## src/rtl/fpu_pkg.sv

```systemverilog
// Shared types for the FP adder result collector.
// FPU_FLUSH_EN adds a squash bit to each tag-pipe stage.
package fpu_pkg;

   localparam int FLOAT_WIDTH = 32;
   localparam int TAG_WIDTH   = 5;

   typedef struct packed {
      logic invalid;
      logic overflow;
      logic underflow;
   } fp_flags_t;

   typedef logic [TAG_WIDTH-1:0] fpu_tag_t;

   typedef struct packed {
      logic [FLOAT_WIDTH-1:0] data;
      fpu_tag_t               tag;
      fp_flags_t              flags;
   } fpu_result_t;

   typedef struct packed {
      logic     v;
`ifdef FPU_FLUSH_EN
      logic     sq;
`endif
      fpu_tag_t tag;
   } tag_stage_t;

endpackage

```

## src/rtl/fpu_result_collector_if.sv

```systemverilog
// Issue / adder-return / writeback bundle of the result collector.
// FPU_FLUSH_EN adds the flush request to the bundle.
interface fpu_result_collector_if #(
   parameter int DEPTH = 8
);
   logic                               issue_valid;
   fpu_pkg::fpu_tag_t                  issue_tag;
   logic                               issue_ready;
   logic                               add_valid;
   logic [fpu_pkg::FLOAT_WIDTH-1:0]    add_data;
   fpu_pkg::fp_flags_t                 add_flags;
   logic                               wb_valid;
   logic                               wb_ready;
   logic [fpu_pkg::FLOAT_WIDTH-1:0]    wb_data;
   fpu_pkg::fpu_tag_t                  wb_tag;
   fpu_pkg::fp_flags_t                 wb_flags;
   logic [$clog2(DEPTH+1)-1:0]         occupancy;
   logic                               proto_err;
`ifdef FPU_FLUSH_EN
   logic                               flush;

   modport master (
      output issue_valid, issue_tag, add_valid, add_data, add_flags, wb_ready, flush,
      input  issue_ready, wb_valid, wb_data, wb_tag, wb_flags, occupancy, proto_err
   );
   modport slave (
      input  issue_valid, issue_tag, add_valid, add_data, add_flags, wb_ready, flush,
      output issue_ready, wb_valid, wb_data, wb_tag, wb_flags, occupancy, proto_err
   );
`else
   modport master (
      output issue_valid, issue_tag, add_valid, add_data, add_flags, wb_ready,
      input  issue_ready, wb_valid, wb_data, wb_tag, wb_flags, occupancy, proto_err
   );
   modport slave (
      input  issue_valid, issue_tag, add_valid, add_data, add_flags, wb_ready,
      output issue_ready, wb_valid, wb_data, wb_tag, wb_flags, occupancy, proto_err
   );
`endif
endinterface

```

## src/rtl/fpu_tag_pipe.sv

```systemverilog
// Destination-tag delay line that tracks the adder's fixed-latency pipe.
// FPU_FLUSH_EN adds the squash input and per-stage squash marking.
module fpu_tag_pipe
   import fpu_pkg::*;
#(
   parameter int LATENCY = 7
)(
   input  logic     clk,
   input  logic     rst,
   input  logic     in_valid,
   input  fpu_tag_t in_tag,
`ifdef FPU_FLUSH_EN
   input  logic     squash,
   output logic     out_sq,
`endif
   output logic     out_valid,
   output fpu_tag_t out_tag
);

   tag_stage_t stage [LATENCY];

   // Stage 0 takes the issued op, every stage ages by one per cycle.
   always_ff @(posedge clk or posedge rst) begin
      if (rst) begin
         for (int i = 0; i < LATENCY; i++) begin
            stage[i] <= '0;
         end
      end else begin
         stage[0].v   <= in_valid;
         stage[0].tag <= in_tag;
`ifdef FPU_FLUSH_EN
         stage[0].sq  <= 1'b0;
`endif
         for (int i = 1; i < LATENCY; i++) begin
            stage[i] <= stage[i-1];
`ifdef FPU_FLUSH_EN
            stage[i].sq <= stage[i-1].sq | squash;
`endif
         end
      end
   end

   assign out_valid = stage[LATENCY-1].v;
   assign out_tag   = stage[LATENCY-1].tag;
`ifdef FPU_FLUSH_EN
   assign out_sq    = stage[LATENCY-1].sq;
`endif

endmodule

```

## src/rtl/fpu_result_collector.sv

```systemverilog
// Credit issue, tag tracking and result FIFO between the FP adder and writeback.
// FPU_FLUSH_EN adds a flush request that empties the FIFO and squashes in-flight ops.
module fpu_result_collector
   import fpu_pkg::*;
#(
   parameter int PIPE_LATENCY = 7,
   parameter int DEPTH        = 8
)(
   input logic                   clk,
   input logic                   rst,
   fpu_result_collector_if.slave bus
);

   localparam int AW = $clog2(DEPTH);
   localparam int CW = $clog2(DEPTH + 1);

   fpu_result_t   mem [DEPTH];
   logic [AW:0]   wr_ptr_r;
   logic [AW:0]   rd_ptr_r;
   logic [AW:0]   wr_ptr_nx;
   logic [AW:0]   rd_ptr_nx;
   logic [CW-1:0] inflight_r;
   logic [CW-1:0] inflight_nx;
   logic [CW-1:0] occ_nx;
   logic [CW:0]   credit_sum;
   logic          ready_r;
   logic          ready_nx;
   logic          proto_err_r;
   logic          err_set;
   logic          flush_now;
   logic          fire;
   logic          empty;
   logic          full;
   logic          live_exit;
   logic          enq;
   logic          deq;
   logic          exit_v;
   logic          exit_sq;
   fpu_tag_t      exit_tag;
   fpu_result_t   head;

`ifdef FPU_FLUSH_EN
   assign flush_now = bus.flush;
`else
   assign flush_now = 1'b0;
   assign exit_sq   = 1'b0;
`endif

   fpu_tag_pipe #(
      .LATENCY (PIPE_LATENCY)
   ) u_tag_pipe (
      .clk       (clk),
      .rst       (rst),
      .in_valid  (fire),
      .in_tag    (bus.issue_tag),
`ifdef FPU_FLUSH_EN
      .squash    (flush_now),
      .out_sq    (exit_sq),
`endif
      .out_valid (exit_v),
      .out_tag   (exit_tag)
   );

   // Match tag-pipe exits against adder returns and work out next pointer/credit state.
   always_comb begin
      fire      = bus.issue_valid & ready_r & ~flush_now;
      empty     = (wr_ptr_r == rd_ptr_r);
      full      = (wr_ptr_r[AW] != rd_ptr_r[AW]) && (wr_ptr_r[AW-1:0] == rd_ptr_r[AW-1:0]);
      live_exit = exit_v & ~exit_sq & ~flush_now;
      deq       = ~empty & bus.wb_ready & ~flush_now;
      enq       = 1'b0;
      err_set   = 1'b0;
      if (live_exit & bus.add_valid) begin
         if (full) begin
            err_set = 1'b1;
         end else begin
            enq = 1'b1;
         end
      end else if (bus.add_valid & ~exit_v) begin
         err_set = 1'b1;
      end else if (live_exit) begin
         err_set = 1'b1;
      end else begin
         err_set = 1'b0;
      end
      wr_ptr_nx = wr_ptr_r + {{AW{1'b0}}, enq};
      if (flush_now) begin
         rd_ptr_nx = wr_ptr_r;
      end else begin
         rd_ptr_nx = rd_ptr_r + {{AW{1'b0}}, deq};
      end
      inflight_nx = inflight_r + {{(CW-1){1'b0}}, fire} - {{(CW-1){1'b0}}, exit_v};
      occ_nx      = CW'(wr_ptr_nx - rd_ptr_nx);
      // Credit is precomputed from next state so issue_ready never sees wb_ready or add_valid.
      credit_sum  = {1'b0, occ_nx} + {1'b0, inflight_nx};
      ready_nx    = (credit_sum < (CW+1)'(DEPTH));
   end

   // Pointer, credit and sticky error registers.
   always_ff @(posedge clk or posedge rst) begin
      if (rst) begin
         wr_ptr_r    <= '0;
         rd_ptr_r    <= '0;
         inflight_r  <= '0;
         ready_r     <= 1'b1;
         proto_err_r <= 1'b0;
      end else begin
         wr_ptr_r    <= wr_ptr_nx;
         rd_ptr_r    <= rd_ptr_nx;
         inflight_r  <= inflight_nx;
         ready_r     <= ready_nx;
         proto_err_r <= proto_err_r | err_set;
      end
   end

   // Result storage, written only for matched, unsquashed returns.
   always_ff @(posedge clk or posedge rst) begin
      if (rst) begin
         for (int i = 0; i < DEPTH; i++) begin
            mem[i] <= '0;
         end
      end else if (enq) begin
         mem[wr_ptr_r[AW-1:0]] <= '{data: bus.add_data, tag: exit_tag, flags: bus.add_flags};
      end
   end

   assign head            = mem[rd_ptr_r[AW-1:0]];
   assign bus.issue_ready = ready_r & ~flush_now;
   assign bus.wb_valid    = ~empty;
   assign bus.wb_data     = empty ? '0 : head.data;
   assign bus.wb_tag      = empty ? '0 : head.tag;
   assign bus.wb_flags    = empty ? '0 : head.flags;
   assign bus.occupancy   = CW'(wr_ptr_r - rd_ptr_r);
   assign bus.proto_err   = proto_err_r;

endmodule

```

## src/flat_wrapper.sv

```systemverilog
// flat-port wrapper written by rule: the top's interface ports become plain ports
module fpu_result_collector_flat import fpu_pkg::*;
#(
   parameter int PIPE_LATENCY = 7,
   parameter int DEPTH        = 8
)
  (clk, rst, bus_issue_valid, bus_issue_tag, bus_add_valid, bus_add_data, bus_add_flags, bus_wb_ready, bus_issue_ready, bus_wb_valid, bus_wb_data, bus_wb_tag, bus_wb_flags, bus_occupancy, bus_proto_err);
  fpu_result_collector_if #(.DEPTH(DEPTH)) bus_i ();
  input logic clk;
  input logic rst;
  input wire logic [$bits(bus_i.issue_valid)-1:0] bus_issue_valid;
  input wire logic [$bits(bus_i.issue_tag)-1:0] bus_issue_tag;
  input wire logic [$bits(bus_i.add_valid)-1:0] bus_add_valid;
  input wire logic [$bits(bus_i.add_data)-1:0] bus_add_data;
  input wire logic [$bits(bus_i.add_flags)-1:0] bus_add_flags;
  input wire logic [$bits(bus_i.wb_ready)-1:0] bus_wb_ready;
  output wire logic [$bits(bus_i.issue_ready)-1:0] bus_issue_ready;
  output wire logic [$bits(bus_i.wb_valid)-1:0] bus_wb_valid;
  output wire logic [$bits(bus_i.wb_data)-1:0] bus_wb_data;
  output wire logic [$bits(bus_i.wb_tag)-1:0] bus_wb_tag;
  output wire logic [$bits(bus_i.wb_flags)-1:0] bus_wb_flags;
  output wire logic [$bits(bus_i.occupancy)-1:0] bus_occupancy;
  output wire logic [$bits(bus_i.proto_err)-1:0] bus_proto_err;
  assign bus_i.issue_valid = bus_issue_valid;
  assign bus_i.issue_tag = bus_issue_tag;
  assign bus_i.add_valid = bus_add_valid;
  assign bus_i.add_data = bus_add_data;
  assign bus_i.add_flags = bus_add_flags;
  assign bus_i.wb_ready = bus_wb_ready;
  assign bus_issue_ready = bus_i.issue_ready;
  assign bus_wb_valid = bus_i.wb_valid;
  assign bus_wb_data = bus_i.wb_data;
  assign bus_wb_tag = bus_i.wb_tag;
  assign bus_wb_flags = bus_i.wb_flags;
  assign bus_occupancy = bus_i.occupancy;
  assign bus_proto_err = bus_i.proto_err;
  fpu_result_collector #(.PIPE_LATENCY(PIPE_LATENCY), .DEPTH(DEPTH)) u_core (.clk(clk), .rst(rst), .bus(bus_i));
endmodule
```

## config.mk

```make
export PLATFORM = sky130hd
export DESIGN_NAME = fpu_result_collector_flat
export DESIGN_NICKNAME = d
export VERILOG_FILES = /design/src/rtl/fpu_pkg.sv /design/src/rtl/fpu_result_collector_if.sv /design/src/rtl/fpu_tag_pipe.sv /design/src/rtl/fpu_result_collector.sv /design/src/flat_wrapper.sv
export SDC_FILE = /design/constraint.sdc
export NUM_CORES = 1
export LEC_CHECK = 0
export CORE_UTILIZATION = 60
export CTS_CLUSTER_SIZE = 30
export DETAILED_ROUTE_END_ITERATION = 10
export MAX_ROUTING_LAYER = met4
export PLACE_DENSITY = 0.91
export SLEW_MARGIN = 20
export SYNTH_ARGS = -nofsm -noshare
export SYNTH_HDL_FRONTEND = slang
export SYNTH_SLANG_ARGS = --single-unit
```

## constraint.sdc

```tcl
create_clock -name clk -period 35 [get_ports clk]
set_clock_uncertainty 0.15 [all_clocks]
set_input_delay 7 -clock clk [delete_from_list [all_inputs] [get_ports clk]]
set_output_delay 7 -clock clk [all_outputs]
set_load 0.005 [all_outputs]
```

# After elaboration in Yosys (flattened, before gate mapping)
# Index checks and enable logic that the tools add are counted.
# word_totals
regBits	376
input_bits	45
out_inout_bits	47
elab_cells	99
# op_classes
add_sub_neg	7
n_lt_le_gt_ge	4
n_eq_ne	3
n_mux	15
bitwise	9
reduce_logical	2
# op_table
operator	count
bitwise mux 320 bit	1
binary-select mux 40 bit (select 3 bit)	1
demux 40 bit (select 3 bit)	1
two-way mux 40 bit	3
two-way mux 32 bit	1
adder 4 x 1 -> 4 bit	3
>= comparator 4 bit (second input constant)	2
inverter 3 -> 4 bit	2
subtractor 4 bit	2
two-way mux 1 bit	6
adder 4 x 4 -> 5 bit	1
less-than comparator 5 x 4 -> 1 bit (second input constant)	1
two-way mux 5 bit	1
bitwise AND 1 bit	4
== test 4 bit	1
less-than comparator 4 x 1 -> 1 bit (second input constant)	1
subtractor 4 x 1 -> 4 bit	1
== test 3 bit	1
two-way mux 3 bit	1
logical AND 1 bit	2
inverter 1 bit	2
!= test 1 bit	1
OR 1 bit	1

# Longest topological paths before layout
# Gate-level depths: netlist of run 1.
# logic_depth
depth_word	8
depth_mapped	19
mapped_depth_nobuf	14

# By module
# From an unflattened synthesis of run 1, not the netlist that was laid out.
# unflattened
cells_unflattened	1147
hier_area_um2	16666.0
# by_module_without_submodules
module	n_inst	cells_each	area_each_um2	seq_area_each_um2
fpu_result_collector	1	1099	15573.7	8359.3
fpu_tag_pipe	1	48	1092.3	1051.0

# Worst setup path after synthesis of run 1
# Ideal clock, no wire load.
# synth_path
kind	register -> output
startpoint	register u_core.rd_ptr_r[1]
endpoint	output port bus_wb_data[23]
arrival_time_ns	2.584
t_required_ns	27.850
setup_slack_ns	25.266
path_stages_with_launch	12
path_buffers	5
cell_sequence	dfrtp_1 > buf_2 > buf_2 > buf_1 > inv_1 > ha_1 > nand3_1 > or2_2 > clkbuf_1 > clkbuf_1 > nand2_1 > a221oi_1
# synth_via
elab_chain_len	5
word_cells_on_any_way	6
cone_classes	eq/ne: 1; mux: 4; bitwise: 1
# synth_rtl
element	line_no	rtl
start, declared	fpu_result_collector.sv:19	logic [AW:0] rd_ptr_r;
start signal, assigned	fpu_result_collector.sv:109	rd_ptr_r <= rd_ptr_nx;
inverter 3 -> 4 bit (not written as such)	fpu_result_collector.sv:127	assign head = mem[rd_ptr_r[AW-1:0]];
binary-select mux 40 bit (select 3 bit)	fpu_result_collector.sv:127	
two-way mux 40 bit (not written as such) (2 in a row)	fpu_result_collector.sv:127	
two-way mux 32 bit *	fpu_result_collector.sv:130	assign bus.wb_data = empty ? '0 : head.data;
end, declared	flat_wrapper.sv:19	output wire logic [$bits(bus_i.wb_data)-1:0] bus_wb_data;
# Every way passes the cells marked *; elsewhere a longest branch is shown, timed or not. The select of a mux whose other input is x is not followed.

# Worst setup path in the final report of run 1
# layout_path
startpoint	register u_core.rd_ptr_r[1]
endpoint	output port bus_wb_data[30]
# Same word-level chain as after synthesis.

==> results of run 1 <==
## cell type report
type | instances | area, um2
sequential | 376 | 9410
fill | 1708 | 7910
multi-input combinational | 668 | 6680
timing repair buffer | 113 | 1120
clock buffer | 52 | 1110
tap | 341 | 427
clock inverter | 17 | 221
inverter | 19 | 78.8
## sequential cells by signal (all words and copies together) (netlist names)
name                         count
u_core.bus.issue_ready           1
u_core.mem                     320
u_core.bus.proto_err             1
u_core.rd_ptr_r                  4
u_core.wr_ptr_r                  4
u_core.u_tag_pipe.stage         36
u_core.inflight_r                4
u_core.u_tag_pipe.out_tag        5
u_core.u_tag_pipe.out_valid      1
## per-stage QoR
step                worst slack [ns]  std cells  utilization
floorplan                      17.41       1139            -
global placement               24.39       1515        0.655
detailed placement             24.31       1515        0.655
CTS                            23.67       1584        0.704
global route                   23.58       1586        0.707
finish                         23.64       1586        0.707
## power groups by stage
stage,registers (mW),clock network [mW],logic (mW)
after floorplan,0.640,0,0.444
after CTS,0.673,0.433,0.695
after detailed placement,0.679,0,0.677
after global placement,0.666,0,0.656
after global routing,0.691,0.451,0.749
final,0.676,0.428,0.694
## worst register-to-register path: stages (launching register included)
cell and delay (ns):
dfrtp_4 0.92, inv_1 0.13, ha_1 0.36, nand3_1 0.14, or2_2 0.70, and2_1 0.40, ha_1 0.22, ha_1 0.37
inv_1 0.08, ha_1 0.30, a21o_1 0.16, a21oi_1 0.14, xor3_1 0.43, ha_1 0.30, a2111oi_0 0.58
## cells by family (layout without fill, tap and decap cells)
family | Yosys count | in the layout | share of synthesized area
multiplexers | 480 | 480 | 0.316
flip-flops | 376 | 376 | 0.572
buffers and inverters | 95 | 201 | 0.0251
AO/OA/AOI/OAI | 89 | 89 | 0.0433
AND/OR/NAND/NOR | 66 | 66 | 0.0180
adder cells (fa/ha/maj) | 20 | 20 | 0.0166
XOR/XNOR | 13 | 13 | 0.00829
## metal layers
metal	routed length, um	GRT usage	vias up
met2	18100	0.442	235
met3	1480	0.0416	76
met4	906	0.0882	0
met5	0	-	-
li1	-	-	4306
met1	15400	0.347	5260
## synth_stat cells, types with 5 or more instances
library cell	count
buf_2	45
a221oi_1	40
xnor2_1	7
clkbuf_1	26
a22oi_1	40
nor2_1	5
mux2i_1	160
mux2_1	146
mux2_2	174
inv_1	18
dfrtp_1	375
nand3_1	5
buf_1	5
nand2_1	41
ha_1	17
## final timing paths
path,slack (ns),to,cells after the start
setup / recovery,23.64,bus_wb_data[30],7
hold / removal,0.20,u_core.u_tag_pipe.out_tag[0],0
setup reg to reg,29.47,u_core.bus.issue_ready,14
hold reg to reg,0.20,u_core.u_tag_pipe.out_tag[0],0
max in group asynchronous,26.04,u_core.mem[42],5
min in group asynchronous,6.69,u_core.mem[157],2
==> flow_metrics.env, run 1 <==
export IMPL_antenna_found_initial=0
export IMPL_outcome="finished, final reports clean"
export IMPL_synth_warnings=0
export IMPL_drive_gt1_frac=0.222
export IMPL_fp_dieArea_um2=28100
export IMPL_cts_tree="built"
export IMPL_yosysTopAreaCellShare=0.571
export IMPL_finalCriticalPeriod_ns=11.36
export IMPL_route_vias_total=9877
export IMPL_crit_path_end_kind="output pin"
export IMPL_ant_nets=0
export IMPL_hold_viol_final=0
export IMPL_p_int_mw=1.21
export IMPL_rsz0062_at_grt="false"
export IMPL_crit_slowest_cell="dfrtp_4"
export IMPL_drc_errors=0
export IMPL_syn_area_um2=16400
export IMPL_syn_area_per_cell_um2=14.4
export IMPL_gp_congestion=0.786
export IMPL_path_class="reg -> out"
export IMPL_routed_wl_mm=35.9
export IMPL_cts_path_max_buffers=3
export IMPL_async_reset_ff_frac=1.00
export IMPL_insertion_delay_ns=0.53
export IMPL_dpl_hpwl_mm=20.6
export IMPL_required_ns=27.85
export IMPL_p_clk_frac=0.238
export IMPL_nets=1281
export IMPL_slowest_delay_ns=0.92
export IMPL_clk_pin_slew_ns=0.06
export IMPL_final_common_cell="dfrtp_1"
export IMPL_cp_max_fo=44
export IMPL_rows=60
export IMPL_tns_ns=0
export IMPL_cts_htree_levels=2
export IMPL_hp_start="u_core.u_tag_pipe.stage[6]"
export IMPL_worst_pin_slew_ns=1.12
export IMPL_ys_seq_area_frac=0.572
export IMPL_synth_cells=1139
export IMPL_seqPwrFrac=0.376
export IMPL_syn_num_nets=1204
export IMPL_p_leak_nw=9.41
export IMPL_crit_chain="inv_1 -> ha_1 -> nand3_1 -> or2_2 -> nand2_1 -> a221oi_1 -> clkdlybuf4s50_1"
export IMPL_synthToLayoutAreaGrowth_pct=15.8
export IMPL_hp_class="reg -> reg"
export IMPL_design_area_um2=19000
export IMPL_root_buffer="clkbuf_16"
export IMPL_drtIter0Drc=700
export IMPL_place_area_um2=17700
export IMPL_die_x_um=168
export IMPL_p_per_area_nw_per_um2=94.4
export IMPL_synth_flop_cell="dfrtp_1"
export IMPL_overflow=0
export IMPL_synth_top_cell_by_area="dfrtp_1"
export IMPL_relSlewSlack=0.251
export IMPL_net_switching_power_mw=0.587
export IMPL_ioPinCount=92
export IMPL_most_common_layout_cells="374 x dfrtp_1, 174 x mux2_2, 160 x mux2i_1"
export IMPL_die_h_um=168
export IMPL_numCtsBuffers=38
export IMPL_final_max_slew_viol_count=0
export IMPL_clock_fmax_mhz=88.0
export IMPL_grt_pass1_wl_mm=57.5
export IMPL_diodes=0
export IMPL_sw_frac_of_total=0.326
export IMPL_cts_hold_buf=0
export IMPL_drv_cap=0
export IMPL_cts_resized=0
export IMPL_timing_rr_start="u_core.rd_ptr_r[1]"
export IMPL_p_total_mw=1.80
export IMPL_start_util=0.610
export IMPL_core_area_um2=27000
export IMPL_wl_per_cell_um=22.6
export IMPL_synth_edff_count=0
export IMPL_post_cts_buffers=0
export IMPL_finalCritPeriodShare=0.325
export IMPL_grt_pass1_vias=10657
export IMPL_critPathLaunchType="register"
export IMPL_cp_num_buf_inv=2
export IMPL_ys_types=33
export IMPL_track_usage=0.270
export IMPL_drtPass1Iterations=6
export IMPL_clock_sink_count=376
export IMPL_vdd_drop_max_mv=0.0550
export IMPL_setup_viol=0
export IMPL_synth_seq_cells=376
export IMPL_power_frac_comb=0.386
export IMPL_cp_data_arrival_time_ns=4.21
export IMPL_portBuffers=91
export IMPL_cp_startpoint="u_core.rd_ptr_r[1]"
export IMPL_path_delay_family="simple AND/OR/NAND/NOR gates"
export IMPL_vias_per_cell=6.23
export IMPL_synth_area_leaders="dfrtp_1 57%, mux2_2 12%, mux2_1 10%"
export IMPL_hold_ws_ns=0.196
export IMPL_grt_max_degree=139
(Power assumes the default switching activity.)
==> inputs of run 2 (changes only) <==
==> constraint.sdc (replaced) <==
create_clock -name clk -period 11.8 [get_ports clk]
set_clock_uncertainty 0.15 [all_clocks]
set_input_delay 2.36 -clock clk [delete_from_list [all_inputs] [get_ports clk]]
set_output_delay 2.36 -clock clk [all_outputs]
set_load 0.005 [all_outputs]
==> run 2 against run 1 <==
Against the previous run: total power grew to 2.9 times the previous value; worst setup slack lost 18 ns; die area unchanged; critical path depth did not move; largest cell class unchanged.
==> flow_metrics.env, run 2 (synthesis gave the netlist of run 1 again) <==
export IMPL_drive_gt1_frac=0.218
export IMPL_cts_tree="built"
export IMPL_diodes=0
export IMPL_core_area_um2=27000
export IMPL_timing_rr_start="u_core.rd_ptr_r[1]"
export IMPL_cp_startpoint="u_core.rd_ptr_r[1]"
export IMPL_crit_path_end_kind="output pin"
export IMPL_top_register="u_core.mem"
export IMPL_finalCritPeriodShare=0.546
export IMPL_slowest_delay_ns=0.87
export IMPL_drtPass1Iterations=4
export IMPL_cts_hold_buf=0
export IMPL_place_inst=1513
export IMPL_hp_start="u_core.u_tag_pipe.stage[16]"
export IMPL_vdd_drop_max_mv=0.310
export IMPL_hold_viol_final=0
export IMPL_cts_htree_levels=2
export IMPL_portBuffers=91
export IMPL_root_buffer="clkbuf_16"
export IMPL_required_ns=9.29
export IMPL_p_per_area_nw_per_um2=277
export IMPL_grt_pass1_vias=10615
export IMPL_final_cells=1582
export IMPL_clock_fmax_mhz=155
export IMPL_crit_slowest_cell="dfrtp_4"
export IMPL_dpl_hpwl_mm=20.0
export IMPL_largest_register_ffs=320
export IMPL_insertion_delay_ns=0.52
export IMPL_wl_met3_mm=1.46
export IMPL_track_usage=0.269
export IMPL_post_cts_buffers=0
export IMPL_gp_congestion=0.776
export IMPL_ioPinCount=92
export IMPL_routed_wl_mm=34.9
export IMPL_cp_max_fo=42
export IMPL_start_util=0.610
export IMPL_relSlewSlack=0.303
export IMPL_clock_sink_count=376
export IMPL_drc_errors=0
export IMPL_die_x_um=168
export IMPL_crit_chain="inv_1 -> ha_1 -> nand3_1 -> or2_2 -> nand2_1 -> a221oi_1 -> clkdlybuf4s50_1"
export IMPL_r2r_end="u_core.bus.issue_ready"
export IMPL_cp_num_buf_inv=2
export IMPL_wl_per_cell_um=22.1
export IMPL_cp_data_arrival_time_ns=3.94
export IMPL_synthToLayoutAreaGrowth_pct=15.4
export IMPL_r2r_slack_ns=6.32
export IMPL_die_h_um=168
export IMPL_most_common_layout_cells="374 x dfrtp_1, 174 x mux2_2, 160 x mux2i_1"
export IMPL_highest_layer="met4"
export IMPL_outcome="finished, final reports clean"
export IMPL_ant_nets=0
export IMPL_finalCriticalPeriod_ns=6.45
export IMPL_hp_class="reg -> reg"
export IMPL_fp_dieArea_um2=28100
export IMPL_worst_r2r_path_depth=14
export IMPL_final_max_slew_viol_count=0
export IMPL_antenna_found_initial=0
export IMPL_worst_pin_slew_ns=1.05
export IMPL_numCtsBuffers=38
export IMPL_path_delay_family="simple AND/OR/NAND/NOR gates"
export IMPL_wl_met1_mm=15.1
export IMPL_drtIter0Drc=640
export IMPL_wl_met2_mm=17.5
export IMPL_grt_pass1_wl_mm=57.4
export IMPL_hold_end="u_core.u_tag_pipe.stage[10]"
export IMPL_final_common_cell="dfrtp_1"
export IMPL_rows=60
export IMPL_setup_viol=0
export IMPL_tns_ns=0
export IMPL_cts_resized=0
export IMPL_overflow=0
export IMPL_nets=1277
export IMPL_p_leak_nw=9.37
export IMPL_critPathLaunchType="register"
export IMPL_vias_per_cell=6.13
export IMPL_rsz0062_at_grt="false"
export IMPL_cts_path_max_buffers=3
export IMPL_route_vias_total=9697
export IMPL_clk_pin_slew_ns=0.06
export IMPL_hold_depth=0
export IMPL_path_class="reg -> out"
export IMPL_drv_cap=0
export IMPL_grt_max_degree=180
run 2: area by class of cell:
class | instances | area (um2)
flip-flops and latches | 376 | 9410
repair buffers | 109 | 1070
inverters | 19 | 75.1
well taps | 341 | 427
fillers | 1737 | 7980
clock buffers | 62 | 1240
clock inverters | 7 | 66.3
multi-input cells | 668 | 6670
run 2: per-stage QoR:
stage                     hold WS (ns)  area (um2)  utilization  setup WS (ns)  total power [mW]
after global placement           0.182       17700        0.655           6.03              3.93
final                            0.187       19000        0.704           5.35              5.25
after CTS                        0.197       19000        0.704           5.38              5.29
after floorplan                  0.181       16400            -           4.24              3.21
after detailed placement         0.185       17700        0.655           5.89              4.03
after global routing             0.197       19000        0.704           5.12              5.55
run 2: how the worst max path moves through the flow:
stage | endpoint | depth (start not counted) | slack (ns)
2_1_floorplan | u_core.bus.proto_err | 1 | 4.24
3_3_place_gp | u_core.bus.issue_ready | 10 | 6.03
3_5_place_dp | u_core.bus.issue_ready | 10 | 5.89
4_1_cts | bus_wb_tag[4] | 7 | 5.38
5_1_grt | bus_wb_tag[4] | 7 | 5.12
6_report | bus_wb_tag[4] | 7 | 5.35
run 2: layer usage:
metal / GRT usage / vias up
li1: - / 4292
met1: 0.351 / 5093
met2: 0.438 / 258
met3: 0.0326 / 54
met4: 0.0921 / 0
met5: - / -
run 2: report_power, final:
group | internal (mW) | switching (mW) | total, mW
clock network | 0.743 | 0.481 | 1.22
registers | 1.72 | 0.274 | 1.99
logic | 1.09 | 0.940 | 2.03
run 2: worst reg2reg max path, stage by stage (launching register included):
cell and delay (ns):
dfrtp_4 0.87, inv_1 0.12, ha_1 0.33, nand3_1 0.11
or2_2 0.68, and2_1 0.38, ha_1 0.24, ha_1 0.38
inv_1 0.07, ha_1 0.28, a21o_1 0.16, a21oi_1 0.17
xor3_1 0.43, ha_1 0.27, a2111oi_0 0.69
